### src/rtl/mvm_transpose.sv
// rtl/mvm_transpose.sv - tiled sequential M*v multiplier (optional busy output via MVM_TRANSPOSE_BUSY_EN)
module mvm_transpose #(
    parameter int MATRIX_WIDTH      = 20,
    parameter int MATRIX_HEIGHT     = 5,
    parameter int VECTOR_CELL_WIDTH = 8,
    parameter int MATRIX_CELL_WIDTH = 8,
    parameter int TILING_ROW        = 1,
    parameter int TILING_COL        = 1,
    localparam int RESULT_WIDTH = VECTOR_CELL_WIDTH + MATRIX_CELL_WIDTH + $clog2(MATRIX_WIDTH) + 1
) (
    input  logic                                                  clk,
    input  logic                                                  rst,
    input  logic                                                  start,
    input  logic [MATRIX_WIDTH*VECTOR_CELL_WIDTH-1:0]             vector,
    input  logic [MATRIX_WIDTH*MATRIX_HEIGHT*MATRIX_CELL_WIDTH-1:0] matrix,
    output logic [MATRIX_HEIGHT*RESULT_WIDTH-1:0]                 result,
    output logic                                                  valid
`ifdef MVM_TRANSPOSE_BUSY_EN
    ,
    output logic                                                  busy
`endif
);

    localparam int PASSES = (MATRIX_HEIGHT + TILING_ROW - 1) / TILING_ROW;
    localparam int CHUNKS = (MATRIX_WIDTH + TILING_COL - 1) / TILING_COL;
    localparam int PW     = (PASSES > 1) ? $clog2(PASSES) : 1;
    localparam int CW     = (CHUNKS > 1) ? $clog2(CHUNKS) : 1;
    localparam int PRODW  = VECTOR_CELL_WIDTH + MATRIX_CELL_WIDTH;

    typedef enum logic [1:0] {IDLE, CALC, DONE} state_t;

    state_t state, state_next;

    logic [MATRIX_WIDTH*VECTOR_CELL_WIDTH-1:0]               vec_q;
    logic [MATRIX_WIDTH*MATRIX_HEIGHT*MATRIX_CELL_WIDTH-1:0] mat_q;
    logic [PW-1:0] row_pass;
    logic [CW-1:0] col_chunk;
    logic signed [RESULT_WIDTH-1:0] acc      [TILING_ROW];
    logic signed [RESULT_WIDTH-1:0] lane_sum [TILING_ROW];
    int                             lane_row [TILING_ROW];
    int                             col_idx;
    logic signed [MATRIX_CELL_WIDTH-1:0] m_el;
    logic signed [VECTOR_CELL_WIDTH-1:0] v_el;
    logic signed [PRODW-1:0]             prod;
    logic last_chunk, last_pass;

    assign last_chunk = (col_chunk == CW'(CHUNKS - 1));
    assign last_pass  = (row_pass == PW'(PASSES - 1));

`ifdef MVM_TRANSPOSE_BUSY_EN
    assign busy = (state != IDLE);
`endif

    // Ragged tiles: lanes/columns beyond the matrix edge simply add nothing.
    always_comb begin
        col_idx = 0;
        m_el    = '0;
        v_el    = '0;
        prod    = '0;
        for (int t = 0; t < TILING_ROW; t++) begin
            lane_row[t] = int'(row_pass) * TILING_ROW + t;
            lane_sum[t] = acc[t];
            for (int k = 0; k < TILING_COL; k++) begin
                col_idx = int'(col_chunk) * TILING_COL + k;
                if (lane_row[t] < MATRIX_HEIGHT && col_idx < MATRIX_WIDTH) begin
                    m_el = mat_q[(lane_row[t]*MATRIX_WIDTH + col_idx)*MATRIX_CELL_WIDTH +: MATRIX_CELL_WIDTH];
                    v_el = vec_q[col_idx*VECTOR_CELL_WIDTH +: VECTOR_CELL_WIDTH];
                    prod = PRODW'(m_el) * PRODW'(v_el);
                    lane_sum[t] = lane_sum[t] + RESULT_WIDTH'(prod);
                end
            end
        end
    end

    always_comb begin
        state_next = state;
        case (state)
            IDLE:    if (start) state_next = CALC;
            CALC:    if (last_chunk && last_pass) state_next = DONE;
            DONE:    if (valid) state_next = IDLE;
            default: state_next = IDLE;
        endcase
    end

    always_ff @(posedge clk) begin
        if (rst) state <= IDLE;
        else     state <= state_next;
    end

    // DONE spans two cycles so the valid cycle itself still rejects start.
    always_ff @(posedge clk) begin
        if (rst) begin
            result    <= '0;
            valid     <= 1'b0;
            row_pass  <= '0;
            col_chunk <= '0;
            vec_q     <= '0;
            mat_q     <= '0;
            for (int t = 0; t < TILING_ROW; t++) acc[t] <= '0;
        end else begin
            valid <= (state == DONE) && !valid;
            case (state)
                IDLE: begin
                    if (start) begin
                        vec_q     <= vector;
                        mat_q     <= matrix;
                        row_pass  <= '0;
                        col_chunk <= '0;
                        for (int t = 0; t < TILING_ROW; t++) acc[t] <= '0;
                    end
                end
                CALC: begin
                    if (last_chunk) begin
                        for (int t = 0; t < TILING_ROW; t++) begin
                            if (lane_row[t] < MATRIX_HEIGHT)
                                result[lane_row[t]*RESULT_WIDTH +: RESULT_WIDTH] <= lane_sum[t];
                            acc[t] <= '0;
                        end
                        col_chunk <= '0;
                        row_pass  <= last_pass ? '0 : row_pass + 1'b1;
                    end else begin
                        for (int t = 0; t < TILING_ROW; t++) acc[t] <= lane_sum[t];
                        col_chunk <= col_chunk + 1'b1;
                    end
                end
                default: ;
            endcase
        end
    end

endmodule
### config.mk
export PLATFORM = sky130hd
export DESIGN_NAME = mvm_transpose
export DESIGN_NICKNAME = d
export VERILOG_FILES = /design/src/rtl/mvm_transpose.sv
export SDC_FILE = /design/constraint.sdc
export NUM_CORES = 2
export LEC_CHECK = 0
export CORE_AREA = 2 2 415 417
export DETAILED_ROUTE_END_ITERATION = 8
export DIE_AREA = 0 0 417 419
export DONT_BUFFER_PORTS = 1
export PLACE_DENSITY_LB_ADDON = 0.05
export SYNTH_ARGS = -nofsm -noshare
export SYNTH_HDL_FRONTEND = slang
export SYNTH_SLANG_ARGS = --single-unit
### constraint.sdc
create_clock -name clk -period 8.8 [get_ports clk]
set_input_delay 1.32 -clock clk [delete_from_list [all_inputs] [get_ports clk]]
set_output_delay 1.32 -clock clk [all_outputs]
set_load 0.1 [all_outputs]
* Word level (Yosys, flattened, before mapping)
Memories as Yosys holds them, arrays and structs flattened.
Index checks and enable logic that the tools add are counted.
** Cells by class
- Add/sub/neg operators :: 5
- Multipliers :: 3
- Magnitude comparators :: 2
- Eq/ne operators :: 8
- Shift-type cells :: 4
- Multiplexer cells :: 33
- Reduce and logical (&&, ||, !) cells :: 14
** Operators by type and width (count)
- $shiftx A800 B13 Y8 :: 1
- $shiftx A160 B9 Y8 :: 1
- $bwmux W110 :: 1
- $shift A22 B33 Y110 const A :: 1
- $shiftx A22 B33 Y110 :: 1
- $mux W22 :: 4
- $reduce_or A22 Y1 :: 3
- $neg A8 Y33 :: 1
- $add A22 B16 Y22 :: 1
- $mux W1 :: 17
- $mul A8 B8 Y16 :: 1
- $mux W5 :: 2
- $pmux W5 S2 :: 1
- $add A8 B5 Y9 :: 1
- $mux W3 :: 3
- $reduce_and A3 Y1 :: 3
- $ne A2 B2 Y1 const B :: 4
- $mul A3 B4 Y7 const B :: 1
- $mul A3 B3 Y6 const B :: 1
- $mux W2 :: 3
- $pmux W2 S3 :: 1
- $pmux W3 S2 :: 1
- $add A5 B1 Y5 const B :: 1
- $eq A5 B5 Y1 const B :: 1
- other kinds (11) :: 14
** Word-level totals
- Register bits after elaboration :: 1081
- Memory bits (writable) :: 22
- Input port bits :: 963
- Logic and storage cells :: 77
- Memories :: 1
** Memory list
- acc :: words 1, bits a word 22, rd ports 1, clocked after Yosys merged registers in 0, wr ports 1, line 38 : logic signed [RESULT_WIDTH-1:0] acc [TILING_ROW];

* Depth between registers and ports, before layout
- Depth in word-level cells :: 8
- Gate-level depth with buffers :: 34

* Least setup slack after synthesis
OpenSTA, ideal clock, no wires.
- Kind :: reg2reg
- Start point :: register row_pass[0]
- End point :: register result[29]
- Library setup time :: 101 ps
- Data arrival time :: 8967 ps
- Data required time :: 8699 ps
- Path slack :: -268 ps
- Cell stages (with the launch flop) :: 32
- Clock period less this slack :: 9068 ps
- Cells stage by stage :: dfxtp_1 ha_1 inv_1 fa_1 clkbuf_1 buf_2 buf_2 and4b_1 clkbuf_1 a21oi_1 a21oi_1 o21ai_1 buf_4 nor2b_1 fa_1 fa_1 fa_1 inv_1 fa_1 inv_1 ha_1 ha_1 buf_2 a41oi_1 o21a_1 nor2_1 o31a_1 o31ai_1 a221oi_1 or2_1 o221a_2 o41ai_1
** On the way
- Longest elaborated chain between the ends :: 8
** Ends and longest elaborated chain
- start, declared :: line 36 : logic [PW-1:0] row_pass;
- start signal, assigned :: line 120 : row_pass <= last_pass ? '0 : row_pass + 1'b1;
- $mul A3 B3 Y6 :: line 66 : m_el = mat_q[(lane_row[t]*MATRIX_WIDTH + col_idx)*MATRIX_CELL_WIDTH +: MATRIX_CELL_WIDTH];
- $add A8 B5 Y9 :: line 66
- $shiftx A800 B13 Y8 :: line 66
- $mul A8 B8 Y16 :: line 68 : prod = PRODW'(m_el) * PRODW'(v_el);
- $add A22 B16 Y22 :: line 69 : lane_sum[t] = lane_sum[t] + RESULT_WIDTH'(prod);
- $mux W22 :: line 65 : if (lane_row[t] < MATRIX_HEIGHT && col_idx < MATRIX_WIDTH) begin
- $shiftx A22 B33 Y110 :: line 116 : result[lane_row[t]*RESULT_WIDTH +: RESULT_WIDTH] <= lane_sum[t];
- $bwmux W110 :: line 116
- end signal, assigned by index :: line 116
- end, declared :: line 16 : output logic [MATRIX_HEIGHT*RESULT_WIDTH-1:0] result,
Several ways; a longest one is shown, not always the timed one.
A chain may end at the register's enable or synchronous reset.

* Final worst setup path
- Start point :: register col_chunk[2]
- End point :: register result[96]
** On the way
- Longest elaborated chain between the ends :: 7
** Ends and longest elaborated chain
- start, declared :: line 37 : logic [CW-1:0] col_chunk;
- start signal, assigned :: line 123 : col_chunk <= col_chunk + 1'b1;
- $add A8 B5 Y9 :: line 66
- $shiftx A800 B13 Y8 :: line 66
- $mul A8 B8 Y16 :: line 68
- $add A22 B16 Y22 :: line 69
- $mux W22 :: line 65
- $shiftx A22 B33 Y110 :: line 116
- $bwmux W110 :: line 116
Several ways; a longest one is shown, not always the timed one.

==> summary.md <==
| Metric | Value |
|---|---|
| Total chip power | 14.3 mW |
| FF+latch count, synth | 1,103 |
| DRC errors left | 0 |
| Post-synth ARST share | 0% |
| Root Driver | clkbuf_16 |
| Post-CTS Hold Buffers | 0 |
| RSZ-0062 raised after global routing | true |
| Critical path type | register to register |
| TritonCTS buffer count | 137 |
| Top FF cell, synth | dfxtp_1 |
| Input/output buffers | 0 |
| DRT iter0 DRCs | 3,690 |
| ANT nets after route | 0 |
| Die X | 417 um |
| DRT Wirelength | 241,000 um |
| Max FO, Critical Path | 10 |
| Drt via density | 5.39 |
| Vias in the first global route | 45,739 |
| Worst rel slew slack | 14.9% |
| CTS tree | yes |
| Global-route wire length before repair | 339,000 um |
| GRT Util Overall | 26.6% |
| Number of I/O pins | 1,074 |
| Final GP Congestion | 0.927 |
| Crit path largest cell delay | 0.81 ns |
| CP Buf/Inv Count | 11 |
| Leading area contributor after synthesis | dfxtp_1 |
| Initial Util | 31.3% |
| Vias | 46,449 |
| Row Count | 152 |
| # H-tree levels | 4 |
| Die area | 175,000 um2 |
| Area fraction of the dominant cell type after synthesis | 40.5% |
| Final hold slack | 0.448 ns |
| Clock Latency Late Sink | 0.80 ns |
| Power per cell area | 230 nW/um2 |
| Slowest CP cell | fa_4 |
| Outcome | completed |
| Syn avg cell area | 8.54 um2 |
| Final HPWL DP | 181,000 um |
| Hold violation count in the final report | 0 |
| Mapped cell area | 53,400 um2 |
| Register area share after synthesis | 41.8% |
| Final Max Tran Viols | 0 |
| Final-stage net count | 7,360 |
| Worst-path clk slew | 0.05 ns |
| Core region area | 171,000 um2 |
| Wire per inst | 27.9 um |
| CTS Sinks | 1,103 |
| Post-synthesis cell count | 6,257 |
| Post-synth EDFFs | 22 |
| Endpoints failing setup | 0 |
| YS warnings | 0 |
| Main area contributors after synthesis | dfxtp_1 41%, nand2_1 15%, mux4_2 13% |
| Worst Skew | 0.0218 ns |
| Cells after DPL | 8,316 |
| Total grt overflow | 0 |
| Worst min path class | register to register |
| DRT Pass-1 Iters | 6 |
| MaxCap Viol Count | 0 |
| CP arrival | 9.12 ns |
| Critical path's top delay family | adder cells |
| Synth Net Count | 7,383 |
| Synth unique cells | 92 |
| Largest net degree at the start of global routing | 1,092 |
| Fin crit period | 8.51 ns |
| Crit end category | register |
| Crit share post-route | 96.7% |
| CTS Buffer Depth | 3 |
| Startpoint types | register |
| Area growth syn-to-layout | 16.2% |
| Leak | 22.4 nW |
| CP required | 9.42 ns |
| Fraction of layout cells with a size suffix above 1 | 14.6% |
| Final cell count without fillers | 8,619 |
| Setup TNS | 0 ns |
| Initial antenna violation count | 82 |
| Slew @ Worst Pin | 1.28 ns |
| Max Clk Rate | 118 MHz |
| Worst vdd ir | 0.208 mV |
| DIE HEIGHT | 419 um |
==> worst min-delay path: stages, from the launching register on <==
cell,delay (ns)
dfxtp_1,0.30
nand2_1,0.05
a21oi_1,0.05
==> placed cells by master, fill, tap and decap left out, drive strengths merged, types with 22 or more instances in the layout <==
| cell | count |
|---|---|
| a31oi | 26 |
| a211oi | 64 |
| a21oi | 1060 |
| clkinv | 23 |
| nand3 | 39 |
| diode | 45 |
| nand2 | 2102 |
| ha | 65 |
| mux2i | 25 |
| a311oi | 27 |
| buf | 309 |
| nor3 | 52 |
| o21ai | 73 |
| fa | 98 |
| edfxtp | 22 |
| and2 | 26 |
| nor2 | 222 |
| o22ai | 26 |
| dfxtp | 1081 |
| inv | 135 |
| mux4 | 306 |
| clkbuf | 209 |
| nor2b | 36 |
==> cells in the mapped netlist (all sizes together), types with 27 or more instances <==
cell type	number
fa	98
o21ai	73
a21oi	1060
nor3	52
dfxtp	1081
nand2	2102
clkbuf	397
mux4	306
a311oi	27
buf	74
nor2	222
ha	65
nor2b	36
a211oi	64
inv	125
nand3	39
==> path summary, 6_finish.rpt <==
check | from | to | slack, ns | cells after the start
setup reg to reg | col_chunk[2]$_SDFFE_PP0P_ | result[96]$_SDFFE_PP0P_ | 0.29 | 32
hold / removal | mat_q[639]$_SDFFE_PP0P_ | mat_q[639]$_SDFFE_PP0P_ | 0.45 | 2
hold reg to reg | mat_q[639]$_SDFFE_PP0P_ | mat_q[639]$_SDFFE_PP0P_ | 0.45 | 2
setup / recovery | col_chunk[2]$_SDFFE_PP0P_ | result[96]$_SDFFE_PP0P_ | 0.29 | 32
==> per-layer routing <==
metal | part of all wire (%) | GRT usage, %
met5 | 0.13 | 0
met4 | 3.0 | 8.85
met3 | 6.1 | 6.36
met2 | 50 | 46.4
met1 | 40 | 32.0
==> final cells by class <==
type / count / area (um2)
clock buffers: 209 / 4080
diodes: 45 / 113
repair buffers: 309 / 2670
clock inverters: 37 / 447
multi-input cells: 4555 / 29200
well taps: 2233 / 2790
inverters: 128 / 480
fillers: 17943 / 109000
flip-flops and latches: 1103 / 22300
==> logic make-up after synthesis <==
family          count (synthesis)  synth area share [%]
fa+ha+maj                     163                  5.20
mux                           332                  13.4
compound gates               1460                  15.5
flops                        1103                  41.8
xor+xnor                       23                 0.471
simple gates                 2577                  19.3
buf+inv                       599                  4.41
==> sequential cells by signal, summed over array words and instances, names as in the netlist <==
register,cells
row_pass,3
vec_q,160
result,110
col_chunk,5
state,2
mat_q,800
valid,1
acc,22
==> stage by stage <==
step | instance area [um2] | setup slack [ns] | util (%)
floorplan | 53400 | 0.0439 | -
global placement | 56900 | -0.125 | 33.4
detailed placement | 56900 | -0.272 | 33.4
CTS | 61500 | 0.00496 | 36.0
global route | 62000 | -0.0194 | 36.4
finish | 62100 | 0.295 | 36.4
==> what timing repair did <==
item / in CTS / in global routing
setup buffers: 0 / 8
endpoints found under the setup margin: 48 / 100
pin swaps: 3 / 16
resized for setup: 10 / 60
==> where the power goes <==
part,total (mW),internal [mW],switching [mW]
sequential,5.50,5.31,0.182
combinational,3.03,1.19,1.84
clock,5.74,3.36,2.37
(Power assumes the default switching activity.)
